[config.mk]
export PLATFORM = sky130hd
export DESIGN_NAME = pll_reset_sequencer
export DESIGN_NICKNAME = d
export VERILOG_FILES = /design/src/rtl/clock_pkg.sv /design/src/rtl/clken_div.sv /design/src/rtl/pll_reset_sequencer.sv
export SDC_FILE = /design/constraint.sdc
export NUM_CORES = 1
export LEC_CHECK = 0
export ABC_AREA = 1
export BUFFER_PORTS_ARGS = -buffer_cell sky130_fd_sc_hd__buf_2
export CORE_UTILIZATION = 40
export CTS_CLUSTER_DIAMETER = 80
export DETAILED_ROUTE_END_ITERATION = 10
export SLEW_MARGIN = 20
export SYNTH_ARGS = -nofsm -noshare
export SYNTH_HDL_FRONTEND = slang
export SYNTH_HIERARCHICAL = 1
export SYNTH_SLANG_ARGS = --single-unit
[constraint.sdc]
create_clock -name clock -period 2.6 [get_ports clock]
set_clock_uncertainty 0.05 [all_clocks]
set_input_delay 0 -clock clock [delete_from_list [all_inputs] [get_ports clock]]
set_output_delay 0 -clock clock [all_outputs]
set_load 0.02 [all_outputs]
[src/rtl/clock_pkg.sv]
// Shared clocking types and widths for the PLL reset sequencer and its clock-enable dividers.
package clock_pkg;

  localparam int unsigned CE_DIV_W   = 16;
  localparam int unsigned LOSS_CNT_W = 8;

  typedef enum logic [1:0] {
    WAIT_LOCK,
    STABLE,
    RESET_HOLD,
    RUN
  } pll_seq_state_t;

endpackage

[src/rtl/clken_div.sv]
// One clock-enable channel: divides the clock by div while run is high, emitting a one-cycle ce strobe.
module clken_div
  import clock_pkg::*;
(
  input  logic                clock,
  input  logic                resetn,
  input  logic                run,
  input  logic [CE_DIV_W-1:0] div,
  output logic                ce
);

  logic [CE_DIV_W-1:0] cnt_q, cnt_d;
  logic                ce_q, ce_d;
  logic                hit_c;

  // Divisors 0 and 1 both mean "strobe every cycle".
  always_comb begin
    hit_c = (div <= CE_DIV_W'(1)) || (cnt_q == div - CE_DIV_W'(1));
    cnt_d = '0;
    ce_d  = 1'b0;
    if (run) begin
      ce_d  = hit_c;
      cnt_d = hit_c ? '0 : cnt_q + CE_DIV_W'(1);
    end
  end

  always_ff @(posedge clock or negedge resetn) begin
    if (!resetn) begin
      cnt_q <= '0;
      ce_q  <= 1'b0;
    end else begin
      cnt_q <= cnt_d;
      ce_q  <= ce_d;
    end
  end

  assign ce = ce_q;

endmodule

[src/rtl/pll_reset_sequencer.sv]
// Turns raw PLL lock into a debounced system reset plus divided clock-enable strobes.
// Define PLL_LOCK_LOSS_COUNT_EN to add the saturating lock_loss_count output.
module pll_reset_sequencer
  import clock_pkg::*;
#(
  parameter int unsigned                       SYNC_STAGES  = 2,
  parameter int unsigned                       LOCK_CYCLES  = 1024,
  parameter int unsigned                       RESET_CYCLES = 16,
  parameter int unsigned                       NUM_CE       = 2,
  parameter logic [CE_DIV_W*NUM_CE-1:0]        CE_DIV       = {16'd24000, 16'd24}
) (
  input  logic                  clock,
  input  logic                  resetn,
  input  logic                  pll_locked,
  output logic                  sys_reset,
  output logic                  sys_ready,
  output logic [NUM_CE-1:0]     ce
`ifdef PLL_LOCK_LOSS_COUNT_EN
  ,
  output logic [LOSS_CNT_W-1:0] lock_loss_count
`endif
);

  localparam int unsigned MAX_CYC = (LOCK_CYCLES > RESET_CYCLES) ? LOCK_CYCLES : RESET_CYCLES;
  localparam int unsigned CNT_W   = (MAX_CYC > 1) ? $clog2(MAX_CYC) : 1;

  if (SYNC_STAGES < 2) begin : g_bad_sync
    $error("SYNC_STAGES must be >= 2");
  end
  if (LOCK_CYCLES < 1) begin : g_bad_lock
    $error("LOCK_CYCLES must be >= 1");
  end
  if (RESET_CYCLES < 1) begin : g_bad_reset
    $error("RESET_CYCLES must be >= 1");
  end
  if (NUM_CE < 1) begin : g_bad_ce
    $error("NUM_CE must be >= 1");
  end

  logic [SYNC_STAGES-1:0] sync_q, sync_d;
  logic                   lock_s;
  pll_seq_state_t         state_q, state_d;
  logic [CNT_W-1:0]       cnt_q, cnt_d;
  logic                   sys_reset_q, sys_reset_d;
  logic                   sys_ready_q, sys_ready_d;
  logic                   run_c;

  assign sync_d = {sync_q[SYNC_STAGES-2:0], pll_locked};
  assign lock_s = sync_q[SYNC_STAGES-1];

  always_ff @(posedge clock or negedge resetn) begin
    if (!resetn) begin
      sync_q  <= '0;
      state_q <= WAIT_LOCK;
      cnt_q   <= '0;
    end else begin
      sync_q  <= sync_d;
      state_q <= state_d;
      cnt_q   <= cnt_d;
    end
  end

  // Loss of synchronised lock overrides every other transition.
  always_comb begin
    state_d = state_q;
    cnt_d   = cnt_q;
    if (!lock_s) begin
      state_d = WAIT_LOCK;
      cnt_d   = '0;
    end else begin
      case (state_q)
        WAIT_LOCK: begin
          state_d = STABLE;
          cnt_d   = '0;
        end
        STABLE: begin
          if (cnt_q == CNT_W'(LOCK_CYCLES - 1)) begin
            state_d = RESET_HOLD;
            cnt_d   = '0;
          end else begin
            cnt_d = cnt_q + CNT_W'(1);
          end
        end
        RESET_HOLD: begin
          if (cnt_q == CNT_W'(RESET_CYCLES - 1)) begin
            state_d = RUN;
            cnt_d   = '0;
          end else begin
            cnt_d = cnt_q + CNT_W'(1);
          end
        end
        RUN:     cnt_d = '0;
        default: begin
          state_d = WAIT_LOCK;
          cnt_d   = '0;
        end
      endcase
    end
  end

  always_comb begin
    run_c       = (state_q == RUN);
    sys_reset_d = !run_c;
    sys_ready_d = run_c;
  end

  always_ff @(posedge clock or negedge resetn) begin
    if (!resetn) begin
      sys_reset_q <= 1'b1;
      sys_ready_q <= 1'b0;
    end else begin
      sys_reset_q <= sys_reset_d;
      sys_ready_q <= sys_ready_d;
    end
  end

  assign sys_reset = sys_reset_q;
  assign sys_ready = sys_ready_q;

`ifdef PLL_LOCK_LOSS_COUNT_EN
  logic [LOSS_CNT_W-1:0] loss_q, loss_d;

  // Counts forced drops back to WAIT_LOCK, saturating; only resetn clears it.
  always_comb begin
    loss_d = loss_q;
    if (!lock_s && (state_q != WAIT_LOCK) && (loss_q != '1)) begin
      loss_d = loss_q + LOSS_CNT_W'(1);
    end
  end

  always_ff @(posedge clock or negedge resetn) begin
    if (!resetn) begin
      loss_q <= '0;
    end else begin
      loss_q <= loss_d;
    end
  end

  assign lock_loss_count = loss_q;
`endif

  for (genvar i = 0; i < NUM_CE; i++) begin : g_ce
    clken_div u_clken_div (
      .clock  (clock),
      .resetn (resetn),
      .run    (run_c),
      .div    (CE_DIV[CE_DIV_W*i +: CE_DIV_W]),
      .ce     (ce[i])
    );
  end

endmodule
-- Yosys cells after proc, flatten, opt, wreduce, memory -nomap -nowiden
Cells that the tools add are included.
- logic and storage cells: 40
- output and inout bits: 4
- bits of input ports: 3
- flip-flop bits (word level): 50
- muxes and demuxes: 14
- equality and inequality tests: 10
- add/subtract/negate cells: 3
- reduce and logical (&&, ||, !) cells: 4
- operator list (kind ; number):
    $mux 16 ; 4
    $add 16x1->16 const B ; 2
    $mux 10 ; 3
    $pmux 10 s3 ; 1
    $eq 16x15->1 const B ; 1
    $eq 16x5->1 const B ; 1
    $add 10x1->10 const B ; 1
    $eq 10x10->1 const B ; 1
    $eq 10x4->1 const B ; 1
    $mux 2 ; 3
    $ne 3x3->1 const B ; 2
    $pmux 2 s3 ; 1
    $eq 2x2->1 const B ; 2
    $ne 4x1->1 const B ; 1
    $reduce_and 3->1 ; 1
    $eq 2x1->1 const B ; 1
    $logic_not 2->1 ; 1
    $mux 1 ; 2
    $reduce_or 2->1 ; 1
    $logic_not 1->1 ; 1

-- Logic depth before layout (Yosys ltp)
Gate-level depths: netlist (run 1).
- word-level depth: 4
- gate-level depth with buffers: 16
- mapped depth without buffers: 15

-- By module
Netlist (run 1), hierarchy kept.
- modules (own cells, without submodules) (module ; seq. area each (µm²) ; area each (µm²) ; times used ; cells each):
    clken_div ; 425.4 ; 1800.5 ; 2 ; 285
    pll_reset_sequencer ; 401.6 ; 863.3 ; 1 ; 102

-- Worst setup path before layout (run 1)
No wires, ideal clock.
- path kind: register to register
- from: register g_ce[0].u_clken_div.cnt_q[6]
- to: register g_ce[0].u_clken_div.cnt_q[9]
- period minus slack after synthesis: 1559 ps
- slack: 1041 ps
- setup time: 121 ps
- data required time: 2429 ps
- cell stages (with the launch flop): 14
- arrival: 1388 ps
- cell sequence: dfrtp_1 > inv_1 > nor2_1 > nor2_1 > o21ai_0 > nand2_1 > nand2_1 > nor2_1 > nand2_1 > nor2_2 > nand2_2 > nand3_4 > buf_12 > nor2_2
- longest elaborated chain between the ends: 3
- elaborated cells on any way between the ends: 4
- those cells by class: 1 x add/sub; 1 x eq/ne; 2 x mux
- ends and longest elaborated chain (what ; line ; RTL):
    start, declared ; clken_div.sv:12 ; logic [CE_DIV_W-1:0] cnt_q, cnt_d;
    start signal, assigned ; clken_div.sv:32 ; cnt_q <= cnt_d;
    $add 16x1->16 or $eq 16x5->1 (tied branches) ; clken_div.sv:23, clken_div.sv:18 ;
    $mux 16 (*) ; clken_div.sv:23 ; cnt_d = hit_c ? '0 : cnt_q + CE_DIV_W'(1);
    $mux 16 (*) ; clken_div.sv:21 ; if (run) begin
    named net g_ce[0].u_clken_div.cnt_d[9] ; clken_div.sv:12 ;
Mark *: on every way through the listed nets, which the timed path passes. The rest lies on a longest branch.
A chain may end at the register's enable or synchronous reset.

-- Worst setup path after layout (run 1)
- from: register g_ce[1].u_clken_div.cnt_q[3]
- to: register g_ce[1].u_clken_div.cnt_q[15]
- longest elaborated chain between the ends: 3
- elaborated cells on any way between the ends: 4
- those cells by class: 1 x add/sub; 1 x eq/ne; 2 x mux
- ends and longest elaborated chain (what ; line):
    start, declared ; clken_div.sv:12
    start signal, assigned ; clken_div.sv:32
    $add 16x1->16 or $eq 16x15->1 (tied branches) ; clken_div.sv:23, clken_div.sv:18
    $mux 16 (*) ; clken_div.sv:23
    $mux 16 (*) ; clken_div.sv:21
    named net g_ce[1].u_clken_div.cnt_d[15] ; clken_div.sv:12
Marked as above.

==> results of run 1 <==
[per-layer routing]
metal | part of all wire (%) | wire length, µm | vias up
li1 | - | - | 2232
met1 | 49 | 4430 | 1756
met2 | 48 | 4300 | 31
met3 | 2.6 | 234 | 7
met4 | 0.83 | 75 | 0
met5 | 0 | 0 | -
[sequential cells by signal (all words and copies together), names as in the netlist]
name / cells
sys_ready: 1
sync_q: 2
cnt_q: 10
sys_reset: 1
state_q: 2
g_ce.u_clken_div/ce: 2
g_ce.u_clken_div/cnt_q: 32
[worst max path at each step]
stage	startpoint	to	slack, ns	cells past startpoint
after floorplan	g_ce[0].u_clken_div/cnt_q[6]	g_ce[0].u_clken_div/cnt_q[9]	1.04	13
after global placement	g_ce[0].u_clken_div/cnt_q[2]	g_ce[0].u_clken_div/cnt_q[15]	0.80	7
after detailed placement	g_ce[0].u_clken_div/cnt_q[3]	g_ce[0].u_clken_div/cnt_q[15]	0.80	7
after CTS	g_ce[0].u_clken_div/cnt_q[3]	g_ce[0].u_clken_div/cnt_q[15]	0.77	7
after global routing	g_ce[1].u_clken_div/cnt_q[2]	g_ce[1].u_clken_div/cnt_q[15]	0.57	7
final	g_ce[1].u_clken_div/cnt_q[3]	g_ce[1].u_clken_div/cnt_q[15]	0.78	7
[critical path, stage by stage, from the launching register on]
cell and delay, ns:
dfrtp_1 0.44, inv_1 0.12, nor3_2 0.30, nand3_1 0.18, nor3_2 0.26, nand3_1 0.14
xor2_1 0.16, nor2_1 0.06
[cells in the mapped netlist]
library cell / n
nor2_8: 2
nand4_1: 15
nand3b_1: 8
nand3_4: 3
nor3_1: 9
inv_2: 4
buf_12: 2
dfrtp_1: 49
and2_1: 1
nand2_1: 194
nor2_4: 8
nand2_2: 7
o2111ai_1: 2
nand3_1: 54
nor3_2: 4
conb_1: 2
nand2_4: 4
nor2_2: 27
nor4_1: 9
nor2_1: 96
o21ai_1: 2
xor2_1: 40
ha_1: 11
xnor2_1: 15
inv_1: 93
buf_4: 1
o21ai_0: 4
a21oi_1: 5
dfstp_2: 1
[through the flow]
| step | power [mW] | util (%) | setup slack [ns] | hold slack, ns | area (µm²) |
|---|---|---|---|---|---|
| after floorplan | 1.30 | - | 1.04 | -0.346 | 4910 |
| after global placement | 1.36 | 46.9 | 0.798 | 0.00917 | 5090 |
| after CTS | 1.83 | 47.9 | 0.771 | 0.212 | 5190 |
| after detailed placement | 1.38 | 46.9 | 0.797 | 0.0230 | 5090 |
| final | 1.81 | 47.9 | 0.784 | 0.205 | 5190 |
| after global routing | 1.96 | 47.9 | 0.567 | 0.265 | 5190 |
[where the power goes]
part	switching (mW)	internal (mW)
registers	0.0386	0.814
clock network	0.248	0.191
logic	0.352	0.165
total	0.639	1.17
[layout make-up]
cell class | count | area, µm² | share of cell area (%)
Sequential cell | 50 | 1250 | 24.1
Clock buffer | 7 | 76.3 | 1.47
Inverter | 97 | 364 | 7.01
Multi-Input combinational cell | 642 | 3250 | 62.6
Timing Repair Buffer | 10 | 65.1 | 1.25
Clock inverter | 1 | 7.51 | 0.145
Tap cell | 140 | 175 | 3.37
[logic make-up (layout without fill, tap and decap cells)]
logic type / count (synthesis) / count (layout) / synth area share, %
and+or+nand+nor: 441 / 441 / 47.1
buffers and inverters: 100 / 115 / 9.22
xor gates and xnor gates: 55 / 55 / 10.8
DFF: 50 / 50 / 28.1
AOI/OAI and AO/OA: 13 / 13 / 1.63
adders and majority gates: 11 / 11 / 3.08
other: 2 / 122 / 0.168
[repair_timing]
action	CTS	global route
resized for setup	0	0
hold endpoints to repair	28	0
hold buffers	2	0
setup endpoints to repair	0	0
setup buffers	0	0
==> out/metrics.yaml, run 1 <==
cts_buffer_depth: 2
drv_slew: 0
synthToLayoutAreaGrowth_pct: 16.3
rows: 38
detail-route-antenna-nets: 0
final_layout_size_suffix_gt1_share_pct: 9.17
dp_hpwl_um: 7570
synth_seq_cells: 50
crit_fanout: 5
io_buffers: 6
cellPowerDensity_nw_per_um2: 348
drv_cap: 0
final_net_count: 820
h-tree-depth: 2
r2r_cells: 7
r2r_slack_ns: 0.78
dr.pass1.iters: 4
p_leak_nw: 2.63
core_area_um2: 10800
hold_class: "input port to async pin"
arrival_ns: 1.96
cts-root-buf: "clkbuf_8"
use_met3_pct: 1.88
netlist_top_cells_area: "dfrtp_1 (27%), nand2_1 (16%), nor2_1 (8.1%)"
use_met2_pct: 31.1
fillers: 1147
routed_via_density: 4.25
io_pins: 7
worst_ep_required_time_ns: 2.74
diodes: 0
antenna_found_initial: 0
die_h_um: 108
hold_viol_final: 0
layout_min_cycle_time_ns: 1.82
outcome: "complete, no violations"
cts.sinks: 50
start_util_pct: 41.2
grt_pass1_wl_um: 16200
max_freq_mhz: 551
drcViolationCount: 0
timing.final.crit_share_pct: 69.8
synth_seq_area_share_pct: 28.1
die-area_um2: 11600
syn_avg_cell_area_um2: 6.64
max_slew_margin_pct: 56.6
timing.rr.end: "g_ce[1].u_clken_div/cnt_q[15]"
drt-wirelength-per-cell_um: 9.55
cp-start-kind: "register"
worstSetupPathType: "register to register"
die_w_um: 108
ys_warn_count: 6
tns_ns: 0
endpoint_kind: "register"
rsz0062_at_grt: "no"
vdd_drop_max_mv: 0.343
synth.distinct_cells: 29
cts_buffers: 5
synth_cells: 672
synth_area_um2: 4460
grt_pass1_vias: 3723
met1_usage_pct: 22.7
top_usage_layer: "met2"
clk_latency_ns: 0.30
stdcell_count: 947
grt_use_total_pct: 17.5
cts.clk_slew.worst_paths_ns: 0.09
drtIter0Drc: 151
dp_cells: 937
gp_congestion: 0.867
cts_tree: "done"
overflow: 0
grt_max_degree: 31
final_common_cell: "nand2_1"
mostFrequentLayoutCells: "nand2_1 (194), conb_1 (122), nor2_1 (96)"
max_slew.worst_pin.slew_ns: 0.651
synth_top_area_share_pct: 27.5
totalWireLength_um: 9040
finalSetupViolations: 0
vias: 4026
r2r_start: "g_ce[1].u_clken_div/cnt_q[3]"
synth_top_area_cell: "dfrtp_1"
Power figures use the tool's default switching activity.
==> inputs of run 2 (changes only) <==
==> constraint.sdc (replaced) <==
create_clock -name clock -period 1.8 [get_ports clock]
set_clock_uncertainty 0.05 [all_clocks]
set_input_delay 0 -clock clock [delete_from_list [all_inputs] [get_ports clock]]
set_output_delay 0 -clock clock [all_outputs]
set_load 0.02 [all_outputs]
==> out/metrics.yaml, run 2 (synthesis gave the netlist of run 1 again) <==
power_mw: 2.64  # +46%
cts_buffer_depth: 2  # unchanged
outcome: "complete, no violations"
hold_class: "input port to async pin"
r2r_cells: 13  # +6
cts_tree: "done"
rows: 38  # unchanged
grt_use_total_pct: 17.1  # -0.40 points
largest-register: "g_ce.u_clken_div/cnt_q"
drtIter0Drc: 177  # +17%
detail-route-antenna-nets: 0  # unchanged
overflow: 0  # unchanged
dp_cells: 942  # +0.53%
worstSetupPathType: "register to register"
drv_cap: 0  # unchanged
drt-wirelength-per-cell_um: 9.86  # +3.2%
grt_pass1_vias: 3620  # -2.8%
die_w_um: 108  # unchanged
drcViolationCount: 0  # unchanged
hold_viol_final: 0  # unchanged
synthToLayoutAreaGrowth_pct: 20.3
stdcell_count: 958  # +1.2%
timing.rr.end: "g_ce[1].u_clken_div/cnt_q[3]"
max_freq_mhz: 596  # +8.2%
start_util_pct: 41.2  # unchanged
grt_pass1_wl_um: 15800  # -2.8%
cts.clk_slew.worst_paths_ns: 0.08  # about the same
routed_via_density: 4.23  # -0.41%
design_area_um2: 5370  # +3.4%
mostFrequentLayoutCells: "nand2_1 (193), conb_1 (122), inv_1 (91)"
layout_min_cycle_time_ns: 1.68  # -0.138 ns
final_common_cell: "nand2_1"
gp_congestion: 0.899  # +3.7%
largest_register_ffs: 32  # unchanged
cts-root-buf: "clkbuf_8"
cellPowerDensity_nw_per_um2: 491  # +41%
die-area_um2: 11600  # unchanged
h-tree-depth: 2  # unchanged
max_slew_margin_pct: 58.6  # +1.9 points
endpoint_kind: "register"
io_pins: 7  # unchanged
totalWireLength_um: 9440  # +4.4%
max_slew.worst_pin.slew_ns: 0.622  # -0.0292 ns
core_area_um2: 10800  # unchanged
hold_slack_ns: 0.181  # -0.0242 ns
crit_start: "g_ce[1].u_clken_div/cnt_q[1]"
finalSetupViolations: 0  # unchanged
grt_max_degree: 24  # -23%
r2r_start: "g_ce[1].u_clken_div/cnt_q[1]"
drv_slew: 0  # unchanged
met1_length_um: 4750  # +7.1%
cts.sinks: 50  # unchanged
dr.pass1.iters: 4  # unchanged
vias: 4056  # +0.75%
clk_latency_ns: 0.29  # about the same
crit_fanout: 8  # +3
io_buffers: 6  # unchanged
fillers: 1098  # -4.3%
crit_end: "g_ce[1].u_clken_div/cnt_q[3]"
final_net_count: 831  # +1.3%
top_layer: "met4"
worst_ep_required_time_ns: 1.93  # -0.81 ns
rsz0062_at_grt: "yes"
r2r_slack_ns: 0.12  # -0.66 ns
diodes: 0  # unchanged
die_h_um: 108  # unchanged
timing.final.crit_share_pct: 93.2  # +23 points
p_leak_nw: 2.74  # +4.0%
dr_wl_met3_um: 204  # -13%
arrival_ns: 1.81  # -0.15 ns
antenna_found_initial: 0  # unchanged
reg.largest.list: "g_ce.u_clken_div/cnt_q: 32 flops, cnt_q: 10 flops"
cts_buffers: 5  # unchanged
final_layout_size_suffix_gt1_share_pct: 12.5  # +3.3 points
vdd_drop_max_mv: 0.773  # +130%
cp-start-kind: "register"
placed_area_um2: 5140  # +0.98%
wl_met2_um: 4360  # +1.4%
dp_hpwl_um: 7740  # +2.3%
-- run 2: cell count changes in the layout (fill, tap and decap cells not counted), moves of 3 or more --
cell and change:
nor3_4 +3, nor2_2 +8, dfrtp_1 -3, nor2_1 -8
dfrtp_2 +3, buf_4 +8, nor3_2 -3
-- run 2: layout make-up --
type	count	area (µm²)	share of cell area [%]
repair buffers	19	145	2.70
well taps	140	175	3.26
multi-input cells	644	3350	62.3
clock buffers	7	76.3	1.42
inverters	97	364	6.78
flip-flops and latches	50	1260	23.4
clock inverters	1	7.51	0.140
-- run 2: layer usage --
layer / vias up / GRT usage, %
li1: 2256 / -
met1: 1750 / 22.8
met2: 40 / 29.3
met3: 10 / 1.69
met4: 0 / 4.40
met5: - / 0
-- run 2: timing repair --
action                     in CTS  in global routing
hold endpoints to repair       21                  0
buffers inserted                0                  4
gates resized for setup         0                 22
setup endpoints to repair       0                 30
hold buffers                    2                  0
-- run 2: worst min-delay path by stage --
stage / to / slack, ns
2_1_floorplan: cnt_q[0] / -0.35
3_3_place_gp: g_ce[1].u_clken_div/cnt_q[2] / -0.04
3_5_place_dp: g_ce[1].u_clken_div/cnt_q[2] / -0.03
4_1_cts: g_ce[1].u_clken_div/cnt_q[2] / 0.19
5_1_grt: g_ce[1].u_clken_div/cnt_q[3] / 0.22
6_report: g_ce[1].u_clken_div/cnt_q[3] / 0.18
-- run 2: metrics by stage --
stage                     worst slack, ns  setup TNS (ns)  util [%]
after floorplan                     0.241               0         -
after global placement             0.0691               0      47.4
after detailed placement           0.0513               0      47.4
after CTS                          0.0355               0      48.3
after global routing              -0.0515          -0.359      49.5
final                               0.122               0      49.5
-- run 2: where the power goes --
group,internal [mW],total (mW),switching [mW]
Combinational,0.254,0.783,0.529
Clock,0.276,0.622,0.346
Sequential,1.18,1.23,0.0542
-- run 2: worst max-delay path, cell delays in order (launching register included) --
cell	delay [ns]
dfrtp_1	0.41
inv_1	0.06
nand2_1	0.05
nand2_1	0.05
nor2_2	0.13
nand2_1	0.06
nor2_1	0.11
nand2_1	0.06
nor2_1	0.08
nand2_1	0.07
nor2_2	0.09
nand2_2	0.11
nand3_4	0.18
nor2_1	0.07
